`config.mk`:
```
export PLATFORM = sky130hd
export DESIGN_NAME = prog_loader_flat
export DESIGN_NICKNAME = d
export VERILOG_FILES = /design/src/rtl/prog_loader_if.sv /design/src/rtl/prog_loader.sv /design/src/flat_wrapper.sv
export SDC_FILE = /design/constraint.sdc
export NUM_CORES = 1
export LEC_CHECK = 0
export ABC_AREA = 0
export CORE_MARGIN = 2
export CORE_UTILIZATION = 55
export CTS_CLUSTER_DIAMETER = 200
export DETAILED_ROUTE_END_ITERATION = 8
export GPL_TIMING_DRIVEN = 0
export PLACE_DENSITY = 0.89
export SLEW_MARGIN = 20
export SYNTH_ARGS = -nofsm -noshare
export SYNTH_HDL_FRONTEND = slang
export SYNTH_SLANG_ARGS = --single-unit
export TNS_END_PERCENT = 100
```
`constraint.sdc`:
```
create_clock -name clk -period 4.8 [get_ports clk]
set_clock_uncertainty 0.15 [all_clocks]
set_input_delay 1.44 -clock clk [delete_from_list [all_inputs] [get_ports clk]]
set_output_delay 1.44 -clock clk [all_outputs]
set_load 0.05 [all_outputs]
```
`src/rtl/prog_loader_if.sv`:
```
// Byte-stream input and instruction-memory write port of the program loader.
// The loader is the master of the memory write bus and consumes the byte stream.
interface prog_loader_if #(
  parameter int WIDTH  = 32,
  parameter int ADDR_W = 6
);
  logic              rx_valid;
  logic [7:0]        rx_data;
  logic              rx_ready;
  logic              imem_we;
  logic [ADDR_W-1:0] imem_addr;
  logic [WIDTH-1:0]  imem_wdata;

  modport master (
    input  rx_valid, rx_data,
    output rx_ready, imem_we, imem_addr, imem_wdata
  );

  modport slave (
    output rx_valid, rx_data,
    input  rx_ready, imem_we, imem_addr, imem_wdata
  );
endinterface

```
`src/rtl/prog_loader.sv`:
```
// Program loader: receives a framed program over a byte stream
// (0xA5, word count, little-endian words, XOR checksum), writes each
// completed word into the core's instruction memory and releases the
// core from reset only after a frame with a good checksum.
module prog_loader #(
  parameter int WIDTH = 32,
  parameter int DEPTH = 64
) (
  input  logic          clk,
  input  logic          rst,
  prog_loader_if.master bus,
  output logic          cpu_rst,
  output logic          busy,
  output logic          done,
  output logic          err
);

  localparam int         ADDR_W    = $clog2(DEPTH);
  localparam logic [7:0] MAGIC     = 8'hA5;
  localparam logic [8:0] DEPTH_MAX = 9'(DEPTH);

  typedef enum logic [2:0] {
    IDLE,
    LEN,
    DATA,
    CHK,
    DONE,
    ERR
  } state_t;

  state_t      state_q;
  state_t      state_d;
  logic [7:0]  len_q;
  logic [7:0]  word_cnt_q;
  logic [1:0]  byte_cnt_q;
  logic [7:0]  chk_q;
  logic [23:0] word_buf_q;

  logic accept;
  logic is_magic;
  logic len_bad;
  logic last_byte;
  logic last_word;

  assign accept    = bus.rx_valid && bus.rx_ready;
  assign is_magic  = (bus.rx_data == MAGIC);
  assign len_bad   = (bus.rx_data == 8'd0) || ({1'b0, bus.rx_data} > DEPTH_MAX);
  assign last_byte = (byte_cnt_q == 2'd3);
  assign last_word = (word_cnt_q == (len_q - 8'd1));

  // State register
  always_ff @(posedge clk) begin
    if (rst) begin
      state_q <= IDLE;
    end else begin
      state_q <= state_d;
    end
  end

  // Next-state decode and status outputs derived from the current state
  always_comb begin
    state_d = state_q;
    busy    = 1'b0;
    done    = 1'b0;
    err     = 1'b0;
    case (state_q)
      IDLE: begin
        if (accept && is_magic) state_d = LEN;
      end
      LEN: begin
        busy = 1'b1;
        if (accept) state_d = len_bad ? ERR : DATA;
      end
      DATA: begin
        busy = 1'b1;
        if (accept && last_byte && last_word) state_d = CHK;
      end
      CHK: begin
        busy = 1'b1;
        if (accept) state_d = (bus.rx_data == chk_q) ? DONE : ERR;
      end
      DONE: begin
        done = 1'b1;
        if (accept && is_magic) state_d = LEN;
      end
      ERR: begin
        err = 1'b1;
        if (accept && is_magic) state_d = LEN;
      end
      default: state_d = IDLE;
    endcase
  end

  // Frame datapath: word assembly, checksum, memory write strobe and core reset
  always_ff @(posedge clk) begin
    if (rst) begin
      len_q          <= 8'd0;
      word_cnt_q     <= 8'd0;
      byte_cnt_q     <= 2'd0;
      chk_q          <= 8'd0;
      word_buf_q     <= 24'd0;
      bus.rx_ready   <= 1'b0;
      bus.imem_we    <= 1'b0;
      bus.imem_addr  <= '0;
      bus.imem_wdata <= '0;
      cpu_rst        <= 1'b1;
    end else begin
      bus.rx_ready <= 1'b1;
      bus.imem_we  <= 1'b0;
      cpu_rst      <= (state_q != DONE);
      if (accept) begin
        case (state_q)
          LEN: begin
            if (!len_bad) begin
              len_q      <= bus.rx_data;
              word_cnt_q <= 8'd0;
              byte_cnt_q <= 2'd0;
              chk_q      <= 8'd0;
            end
          end
          DATA: begin
            chk_q      <= chk_q ^ bus.rx_data;
            byte_cnt_q <= byte_cnt_q + 2'd1;
            case (byte_cnt_q)
              2'd0: word_buf_q[7:0]   <= bus.rx_data;
              2'd1: word_buf_q[15:8]  <= bus.rx_data;
              2'd2: word_buf_q[23:16] <= bus.rx_data;
              default: begin
                bus.imem_we    <= 1'b1;
                bus.imem_addr  <= word_cnt_q[ADDR_W-1:0];
                bus.imem_wdata <= WIDTH'({bus.rx_data, word_buf_q});
                word_cnt_q     <= word_cnt_q + 8'd1;
              end
            endcase
          end
          default: ;
        endcase
      end
    end
  end

endmodule

```
`src/flat_wrapper.sv`:
```
// flat-port wrapper written by rule: the top's interface ports become plain ports
module prog_loader_flat 
#(
  parameter int WIDTH = 32,
  parameter int DEPTH = 64
)
  (clk, rst, cpu_rst, busy, done, err, bus_rx_valid, bus_rx_data, bus_rx_ready, bus_imem_we, bus_imem_addr, bus_imem_wdata);
  prog_loader_if #(.WIDTH(WIDTH), .ADDR_W((6))) bus_i ();
  input  logic clk;
  input  logic rst;
  output logic cpu_rst;
  output logic busy;
  output logic done;
  output logic err;
  input wire logic [$bits(bus_i.rx_valid)-1:0] bus_rx_valid;
  input wire logic [$bits(bus_i.rx_data)-1:0] bus_rx_data;
  output wire logic [$bits(bus_i.rx_ready)-1:0] bus_rx_ready;
  output wire logic [$bits(bus_i.imem_we)-1:0] bus_imem_we;
  output wire logic [$bits(bus_i.imem_addr)-1:0] bus_imem_addr;
  output wire logic [$bits(bus_i.imem_wdata)-1:0] bus_imem_wdata;
  assign bus_i.rx_valid = bus_rx_valid;
  assign bus_i.rx_data = bus_rx_data;
  assign bus_rx_ready = bus_i.rx_ready;
  assign bus_imem_we = bus_i.imem_we;
  assign bus_imem_addr = bus_i.imem_addr;
  assign bus_imem_wdata = bus_i.imem_wdata;
  prog_loader #(.WIDTH(WIDTH), .DEPTH(DEPTH)) u_core (.clk(clk), .rst(rst), .bus(bus_i), .cpu_rst(cpu_rst), .busy(busy), .done(done), .err(err));
endmodule
```
[Yosys cells after proc, flatten, opt, wreduce, memory -nomap -nowiden]
Index checks and enable logic that the tools add are counted.
Widths: inputs -> output; s select.
Storage, ports and cells
  register bits after elaboration: 94
  output and inout port bits: 44
  word-level logic and storage cells: 79
Operators by class
  reduce and logical (&&, ||, !) cells: 21
  add/sub/neg operators: 3
  $lt $le $gt $ge: 1
  equality and inequality tests: 18
  bitwise gates (word level): 5
  mux-type cells: 18
Operator list (count)
  $pmux 8 s2: 2
  $reduce_and 3->1: 6
  $eq 8x8->1: 2
  $mux 8: 2
  $mux 3: 5
  $pmux 3 s4: 1
  $reduce_or 3->1: 4
  $add 8x1->8 const B: 1
  $eq 8x8->1 const B: 1
  $gt 8x7->1 const B: 1
  $logic_not 8->1: 1
  $ne 2x1->1 const B: 4
  $reduce_and 4->1: 2
  $sub 8x1->8 const B: 1
  $xor 8x8->8: 1
  $eq 3x2->1 const B: 2
  $eq 3x3->1 const B: 2
  $mux 1: 6
  $eq 2x2->1 const B: 2
  $logic_and 1x1->1: 4
  $ne 2x2->1 const B: 2
  $not 1->1: 4
  $pmux 2 s2: 1
  $eq 3x1->1 const B: 1
  8 further kinds: 8

[Depth between registers and ports, before layout]
Gate-level depths: netlist of the first run.
  word-level depth: 5
  mapped depth: 8
  gate-level depth less buffers: 7

[Worst setup path before layout of the first run]
OpenSTA, ideal clock, no wires.
  kind: reg2out
  from: register u_core.state_q[2]
  to: output port done
  path slack: 1582 ps
  required time: 3210 ps
  stages on the path, launching flop included: 3
  arrival: 1628 ps
  cells stage by stage: dfxtp_1 inv_1 nor3_1
On the way
  word-level cells in the longest chain between the ends: 2
RTL lines
  start: declaration: RTL line prog_loader.sv:31  | state_t state_q;
  start signal: assignment: RTL line prog_loader.sv:56  | state_q <= state_d;
  $eq 3x3->1: RTL line prog_loader.sv:66  | case (state_q)
  $mux 1: RTL line prog_loader.sv:66
  end: declaration: RTL line flat_wrapper.sv:13  | output logic done;
Every way passes these cells.

[Final worst setup path of the first run]
  from: register u_core.state_q[1]
  to: output port err
On the way
  word-level cells in the longest chain between the ends: 2
RTL lines
  $eq 3x3->1: RTL line prog_loader.sv:66
  $mux 1: RTL line prog_loader.sv:66
  end: declaration: RTL line flat_wrapper.sv:14  | output logic err;
Every way passes these cells.

==> results of run 1 <==
==> registers in the layout, indices dropped and copies added (netlist names) <==
name                   cells
u_core.bus.imem_addr       6
u_core.bus.imem_wdata     32
u_core.bus.imem_we         1
u_core.bus.rx_ready        1
u_core.byte_cnt_q          2
u_core.chk_q               8
u_core.cpu_rst             1
u_core.len_q               8
u_core.state_q             3
u_core.word_buf_q         24
u_core.word_cnt_q          8
==> layout make-up <==
class                           instances  area [um2]
Timing Repair Buffer                   48         480
Sequential cell                        94        1880
Tap cell                               99         124
Fill cell                             594        2350
Clock buffer                           10         138
Multi-Input combinational cell        370        1990
Clock inverter                          6        52.6
Buffer                                 38         180
Inverter                               15        56.3
==> through the flow <==
step | hold WS (ns) | cell area [um2] | power (uW) | utilization [%] | cells
floorplan | 0.282 | 4110 | 844 | - | 517
global placement | 0.292 | 4710 | 866 | 64.9 | 664
detailed placement | 0.297 | 4710 | 867 | 64.9 | 664
CTS | 0.310 | 4900 | 1360 | 67.6 | 680
global route | 0.334 | 4900 | 1400 | 67.6 | 680
finish | 0.308 | 4900 | 1360 | 67.6 | 680
==> how the worst min path moves through the flow <==
stage	to	slack, ns	depth (start not counted)	start
2_1_floorplan	u_core.bus.imem_wdata[0]$_SDFFE_PP0P_	0.28	2	u_core.word_buf_q[0]$_SDFFE_PP0P_
3_3_place_gp	u_core.bus.imem_wdata[29]$_SDFFE_PP0P_	0.29	2	u_core.bus.imem_wdata[29]$_SDFFE_PP0P_
3_5_place_dp	u_core.bus.imem_wdata[1]$_SDFFE_PP0P_	0.30	2	u_core.bus.imem_wdata[1]$_SDFFE_PP0P_
4_1_cts	u_core.bus.imem_wdata[1]$_SDFFE_PP0P_	0.31	2	u_core.bus.imem_wdata[1]$_SDFFE_PP0P_
5_1_grt	u_core.bus.imem_wdata[15]$_SDFFE_PP0P_	0.33	2	u_core.word_buf_q[15]$_SDFFE_PP0P_
6_report	u_core.bus.imem_wdata[1]$_SDFFE_PP0P_	0.31	2	u_core.bus.imem_wdata[1]$_SDFFE_PP0P_
==> where the power goes <==
part | leakage (uW) | switching, uW | internal [uW]
logic | 0.000735 | 50.0 | 18.9
registers | 0.000757 | 1.44 | 781
clock network | 0.0000914 | 296 | 211
==> cell usage in the layout, fill, tap and decap left out, drive strengths merged, types with 2 or more instances in the layout <==
cell / instances
a21oi: 90
xor2: 8
clkinvlp: 2
nand4: 2
a31oi: 3
inv: 18
mux2i: 2
dfxtp: 94
nor3: 8
nand2b: 3
mux2: 2
nand3: 28
o31ai: 10
xnor2: 9
nand3b: 2
and2: 2
clkbuf: 32
or4: 9
o21ai: 9
nor2b: 3
or3: 8
nor2: 13
nand2: 129
clkdlybuf4s50: 48
ha: 7
and3: 3
a211oi: 2
nor4: 9
buf: 16
==> kinds of logic after synthesis <==
family	share of synthesized area [%]
buffers and inverters	5.76
AOI/OAI and AO/OA	16.2
and+or+nand+nor	25.4
DFF	45.8
adders and majority gates	2.13
muxes	1.04
xor gates and xnor gates	3.63
==> routing by layer <==
metal,vias up,GRT usage (%),routed length (um)
met5,-,0,0
met4,0,13.3,399
met3,43,5.68,753
met2,189,43.4,4990
met1,1815,32.9,4420
li1,1886,-,-
==> tightest hold or removal path, cell delays in order (launching register included) <==
cell and delay [ns]:
dfxtp_1 0.32, nand2_1 0.05, a21oi_1 0.05
==> results.toml, run 1 <==
[status]
status = "finished, final reports clean"

[placed_design]
gp_congestion = 0.895
numPortBuffers = 48
post-place-ws_ns = 0.878
post-dp-hpwl_mm = 7.35

[power]
leakagePower_uw = 0.00158
peakVddDrop_mv = 0.205
power.density_nw_per_um2 = 277

[die]
fp.dieW_um = 90.4
die_h_um = 90.4
core_um2 = 7250
ioPinCount = 55
die_area_um2 = 8170
rows = 31
initial_utilization_pct = 56.6

[yosys]
async_reset_ff_share_pct = 0
synth_nets = 535
synth_top_area_share_pct = 45.8
synth_seq_cells = 94
synthCells = 517
synth_edf_count = 0
yosys-top-cells-area = "dfxtp_1, nand2_1, a21oi_1"
yosysTopAreaCell = "dfxtp_1"
ys.flop_type = "dfxtp_1"
synth_cell_types = 43
ys_warn_count = 0
synth_common_cells = "nand2_1, dfxtp_1, a21oi_1"
synth_area_um2 = 4110
syn_area_per_cell_um2 = 7.94
seq_area_frac_synth_pct = 45.8
post-synth-top-count-cell = "nand2_1"

[routing]
drt-initial-drc-count = 308
drt-total-wl_mm = 10.6
viasPerCell = 5.78
ant_nets = 0
post_drt_wl_per_cell_um = 15.5
dr.pass1.iters = 5
vias = 3933
drc = 0

[critical_path]
endpoint = "err"
critical_path_class = "reg -> out"
slowest_delay_ns = 0.83
worstReg2RegEnd = "u_core.word_buf_q[15]$_SDFFE_PP0P_"
crit_fanout = 9
cp.arrival_ns = 2.04
r2r-start = "u_core.state_q[2]$_SDFFE_PP0P_"
crit_slowest_cell = "clkdlybuf4s50_1"
crit_path_cell_trace = "buf_2, nand2b_1, nor2_1, clkdlybuf4s50_1"
crit_path_end_kind = "output port"
startpoint = "u_core.state_q[1]$_SDFFE_PP0P_"
ff2ff_setup_slack_ns = 2.35
cp-start-kind = "flop"
reg2reg_depth = 7
path_depth = 4
critPathBufInv = 2
critPathRequiredTime_ns = 3.21
critPathTopFamily = "buffers and inverters"

[sta]
hold_violations = 0
worst_slew_pin_slew_ns = 0.606
drv_slew = 0
finalWorstPathRequiredPeriod_ns = 3.63
fin_setup_tns_ns = 0
rsz0062_at_grt = "false"
min_period_over_period_pct = 75.7
setup_slack_ns = 1.17
setup_viol = 0
max_freq_mhz = 275
worst_slew_margin_rel_pct = 59.6

[min_path]
holdCritPathClass = "reg -> reg"

[global_routing]
grt_antenna_before_repair = 0
grt_max_degree = 18
grt_pass1_vias = 3737
grt_first_pass_wirelength_mm = 17.6
grtUsageTotal_pct = 26.5
grt_overflow_total = 0

[clock_tree]
clk_pin_slew_worst_paths_ns = 0.10
cts_buffer_depth = 2
cts.sinks = 94
numCtsBuffers = 9
cts_tree = "yes"
insertion_delay_ns = 0.37
cts_root_buffer = "clkbuf_8"
postCtsSetupBuffers = 0
htree_levels = 3
holdBufCountCts = 0
cts_resized = 0

[finish]
nets = 594
diodes = 0
area_growth_syn_to_layout_pct = 19.3
layout-drive-gt1-share_pct = 6.54

[job]
cap_violations = 0
(Power assumes the default switching activity.)
==> inputs of run 2 (changes only) <==
Clock period 4.8 ns to 3.8 ns, I/O delays scaled along.
==> results of run 2 <==
Same layout as run 1 (identical final DEF). Status: finished, final reports clean.
Main changes from that run: setup slack after placement 0.878 ns -> 0.178 ns; setup slack after layout 1.17 ns -> 0.466 ns; register-to-register setup slack 2.35 ns -> 1.35 ns; total power 1360 uW -> 1710 uW; worst IR drop on VDD 0.205 mV -> 0.259 mV
==> edit 1, RTL diff (settings of run 1) <==
`WIDTH` is set to 32 in 3 places; all go to 40.
--- a/src/rtl/prog_loader_if.sv
+++ b/src/rtl/prog_loader_if.sv
@@ -2,5 +2,5 @@
 // The loader is the master of the memory write bus and consumes the byte stream.
 interface prog_loader_if #(
-  parameter int WIDTH  = 32,
+  parameter int WIDTH  = 40,
   parameter int ADDR_W = 6
 );
--- a/src/rtl/prog_loader.sv
+++ b/src/rtl/prog_loader.sv
@@ -4,5 +4,5 @@
 // core from reset only after a frame with a good checksum.
 module prog_loader #(
-  parameter int WIDTH = 32,
+  parameter int WIDTH = 40,
   parameter int DEPTH = 64
 ) (
--- a/src/flat_wrapper.sv
+++ b/src/flat_wrapper.sv
@@ -2,5 +2,5 @@
 module prog_loader_flat 
 #(
-  parameter int WIDTH = 32,
+  parameter int WIDTH = 40,
   parameter int DEPTH = 64
 )
Interface: changed (resized bus_imem_wdata); port bits go from 55 to 63. No check against the original RTL was run, so the function may have changed too.
==> edit 1 against run 1 <==
- synthesized area is 0.73% lower
- sequential cell count stayed put
- synthesized cell count is 1.5% lower
- non-clock buffer count is 9 higher
- worst setup slack better by 0.043 ns
- wire length is 4.8% lower
- cell area is 0.18% higher
Power is not compared: it rests on default switching activity, and its combinational part moved more than twofold at a synthesized area within 25%.
==> edit 1: results (changes against run 1) <==
status: "finished, final reports clean"  # unchanged
slowest_delay_ns: 0.81  # was 0.83 ns
ys_top_cells_by_count: "nand2_1, dfxtp_1, a21oi_1"  # unchanged
utilization_pct: 68.1  # was 67.6%
use_met2_pct: 42.2  # was 43.4%
vias_per_cell: 5.49  # was 5.78
synth_compound_area_share_pct: 13.9  # was 16.2%
hp-class: "flop to flop"  # unchanged
p_comb_w: 0.000187
cts_root_buf: "clkbuf_8"  # unchanged
pre_cts_slack_ns: 0.913  # was 0.878 ns
cts_made_buffers: 9  # unchanged
drive_gt1_share_pct: 7.60  # was 6.54%
crit_fanout: 10  # was 9
netlist_top_cells_area: "dfxtp_1, nand2_1, a21oi_1"  # unchanged
synth.avg_cell_area_um2: 8.01  # was 7.94 µm²
ys_ff_latch: 94  # unchanged
routed.top_layer: "met4"  # unchanged
gp_congestion: 0.887  # was 0.895
dpl-instance-area_um2: 4700  # was 4710 µm²
clk_pin_slew_ns: 0.10  # about the same
groute.usage.overall_pct: 25.1  # was 26.5%
dpl.cell_count: 662  # was 664
nNetsFinal: 592  # was 594
grt_max_degree: 18  # unchanged
vias: 3719  # was 3,933
routed_wl_um: 10100  # was 10,600 µm
arrival_ns: 2.00  # was 2.04 ns
synth.distinct_cells: 45  # was 43
cts.path.max_buffers: 2  # unchanged
worst_pin_slew_ns: 0.664  # was 0.606 ns
met3WireLength_um: 628  # was 753 µm
p_clk_share_pct: 36.1
synth_xor_area_share_pct: 6.66  # was 3.63%
grt_pass1_vias: 3482  # was 3,737
met3_usage_pct: 3.69  # was 5.68%
cts_resized: 0  # unchanged
largestRegisters: "u_core.bus.imem_wdata x32, u_core.word_buf_q x24"  # unchanged
synth.area.mux_share_pct: 2.49  # was 1.04%
wl_met1_um: 4360  # was 4420 µm
yosysWarningCount: 0  # unchanged
portBuffers: 47  # was 48
p_sw_share_pct: 28.2
synthAdderAreaFrac_pct: 2.15  # was 2.13%
switching_power_w: 0.000437
ir_drop_v: 0.000180
met2WireLength_um: 4900  # was 4990 µm
grtUsageMet1_pct: 32.2  # was 32.9%
hpwl_um: 6970  # was 7350 µm
antenna_cells: 0  # unchanged
first_pass_iters: 5  # unchanged
grt_pass1_wl_um: 16500  # was 17,600 µm
cp_top_family: "buffers and inverters"  # unchanged
htree_levels: 3  # unchanged
first_iter_violations: 335  # was 308
clock_latency_ns: 0.36
yosysSeqAreaShare_pct: 46.2  # was 45.8%
final.fill_count: 594  # unchanged
antenna_found_initial: 0  # unchanged
[edit 1: worst register-to-register path, stage by stage, from the launching register on]
cell and delay [ns]:
dfxtp_1 0.38, and3b_1 0.32, nand4_1 0.11, mux2i_1 0.50
clkbuf_1 0.43, o21ai_0 0.19, xor2_1 0.21, nor2_1 0.06
[edit 1: worst paths after layout]
check	slack [ns]	from	to	cells after the start
setup / recovery	1.21	u_core.state_q[0]	err	4
hold reg to reg	0.31	u_core.bus.imem_wdata[17]	u_core.bus.imem_wdata[17]	2
setup reg to reg	2.36	u_core.state_q[2]	u_core.chk_q[2]	7
hold / removal	0.31	u_core.bus.imem_wdata[17]	u_core.bus.imem_wdata[17]	2
[edit 1: cell type report]
cell class,count,area share [%]
Timing Repair Buffer,47,9.58
Clock inverter,6,1.53
Inverter,8,0.612
Buffer,48,4.64
Tap cell,99,2.52
Sequential cell,94,38.3
Multi-Input combinational cell,366,40.0
Clock buffer,10,2.80
==> edit 2, RTL diff (settings of run 1) <==
Made on the original files. Register the output `err`; this adds one clock of latency there. The other outputs are not delayed to match.
--- a/src/rtl/prog_loader.sv
+++ b/src/rtl/prog_loader.sv
@@ -28,4 +28,6 @@
     ERR
   } state_t;
+
+  logic err_d;
 
   state_t      state_q;
@@ -63,5 +65,5 @@
     busy    = 1'b0;
     done    = 1'b0;
-    err     = 1'b0;
+    err_d   = 1'b0;
     case (state_q)
       IDLE: begin
@@ -85,5 +87,5 @@
       end
       ERR: begin
-        err = 1'b1;
+        err_d = 1'b1;
         if (accept && is_magic) state_d = LEN;
       end
@@ -140,4 +142,8 @@
   end
 
+  always_ff @(posedge clk) begin
+    err <= err_d;
+  end
+
 endmodule
 
Check against the original RTL: not equivalent (a bounded check fails within 4 cycles, from zero or initial values and one cycle with rst high).
==> edit 2 against run 1 <==
- final cell count shrank 1.6%
- wire length shrank 6.1%
- register-to-register slack gained 0.03 ns
- worst setup slack gained 0.11 ns
- sequential cell count grew 1
- hold slack lost 0.0015 ns
- synthesized area shrank 2.6%
- power shrank 1.5%
- via count shrank 4.7%
- cell area shrank 2.7%
- largest cell class is now sequential cells
==> edit 2: results (changes against run 1) <==
status: "finished, final reports clean"  # unchanged
synth_compound_area_share_pct: 14.0  # was 16.2%
p_comb_w: 0.0000455  # was 0.0000689 W
met2WireLength_um: 4860  # was 4990 µm
netlist_top_cells_area: "dfxtp_1, nand2_1, a21oi_1"  # unchanged
synthAdderAreaFrac_pct: 2.19  # was 2.13%
hold-path-endpoint: "u_core.len_q[7]"  # was u_core.bus.imem_wdata[1]
pre_cts_slack_ns: 0.939  # was 0.878 ns
vias_per_cell: 5.60  # was 5.78
crit_fanout: 10  # was 9
portBuffers: 46  # was 48
met3WireLength_um: 730  # was 753 µm
cp_slowest_cell: "or4_1"  # was clkdlybuf4s50_1
met3_usage_pct: 6.56  # was 5.68%
startpoint: "bus_rx_data[6]"  # was u_core.state_q[1]
routed_wl_um: 9920  # was 10,600 µm
synth.distinct_cells: 41  # was 43
rr_startpoint: "u_core.state_q[1]"  # was u_core.state_q[2]
yosysSeqAreaShare_pct: 47.6  # was 45.8%
relSlewSlack_pct: 57.0  # was 59.6%
slowest_delay_ns: 0.50  # was 0.83 ns
gp_congestion: 0.872  # was 0.895
grt_pass1_wl_um: 16000  # was 17,600 µm
synth_xor_area_share_pct: 3.50  # was 3.63%
synth_nets: 526  # was 535
worstSetupEndpoint: "u_core.word_cnt_q[7]"  # was err
p_leak_nw: 1.59  # was 1.58 nW
first_iter_violations: 329  # was 308
use_met2_pct: 42.7  # was 43.4%
rrSetupSlack_ns: 2.38  # was 2.35 ns
dpl-instance-area_um2: 4580  # was 4710 µm²
reg2reg_depth: 9  # was 7
synth.area.mux_share_pct: 2.00  # was 1.04%
p_int_w: 0.00101  # about the same
ir_drop_v: 0.000218  # was 0.000205 V
fmax_mhz: 284  # was 275 MHz
hpwl_um: 6780  # was 7350 µm
drive_gt1_share_pct: 4.56  # was 6.54%
==> edit 2: cell count changes after synthesis, moves of 4 or more <==
| cell | run 1 | this run |
|---|---|---|
| a21oi_1 | 90 | 80 |
| nand2b_1 | 3 | 9 |
| or4_1 | 9 | 1 |
| nor4_1 | 8 | 4 |
| buf_2 | 9 | 5 |
| mux2i_1 | 2 | 8 |
| nand2_1 | 129 | 118 |
| nor2_1 | 13 | 35 |
| o31ai_1 | 10 | 1 |
| inv_1 | 15 | 10 |
| clkbuf_1 | 22 | 34 |
==> edit 2: tightest hold or removal path, delay by kind of cell, from the launching register on <==
family	cells	cell delay (ns)
buf+inv	1	0.05
simple gates	1	0.04
flops	1	0.33
==> edit 2: layout make-up <==
class / count / area share (%)
timing repair buffer: 46 / 9.65
clock inverter: 6 / 1.05
tap: 99 / 2.60
inverter: 10 / 0.787
sequential: 95 / 39.9
buffer: 40 / 3.36
multi-input combinational: 363 / 39.8
clock buffer: 10 / 2.88
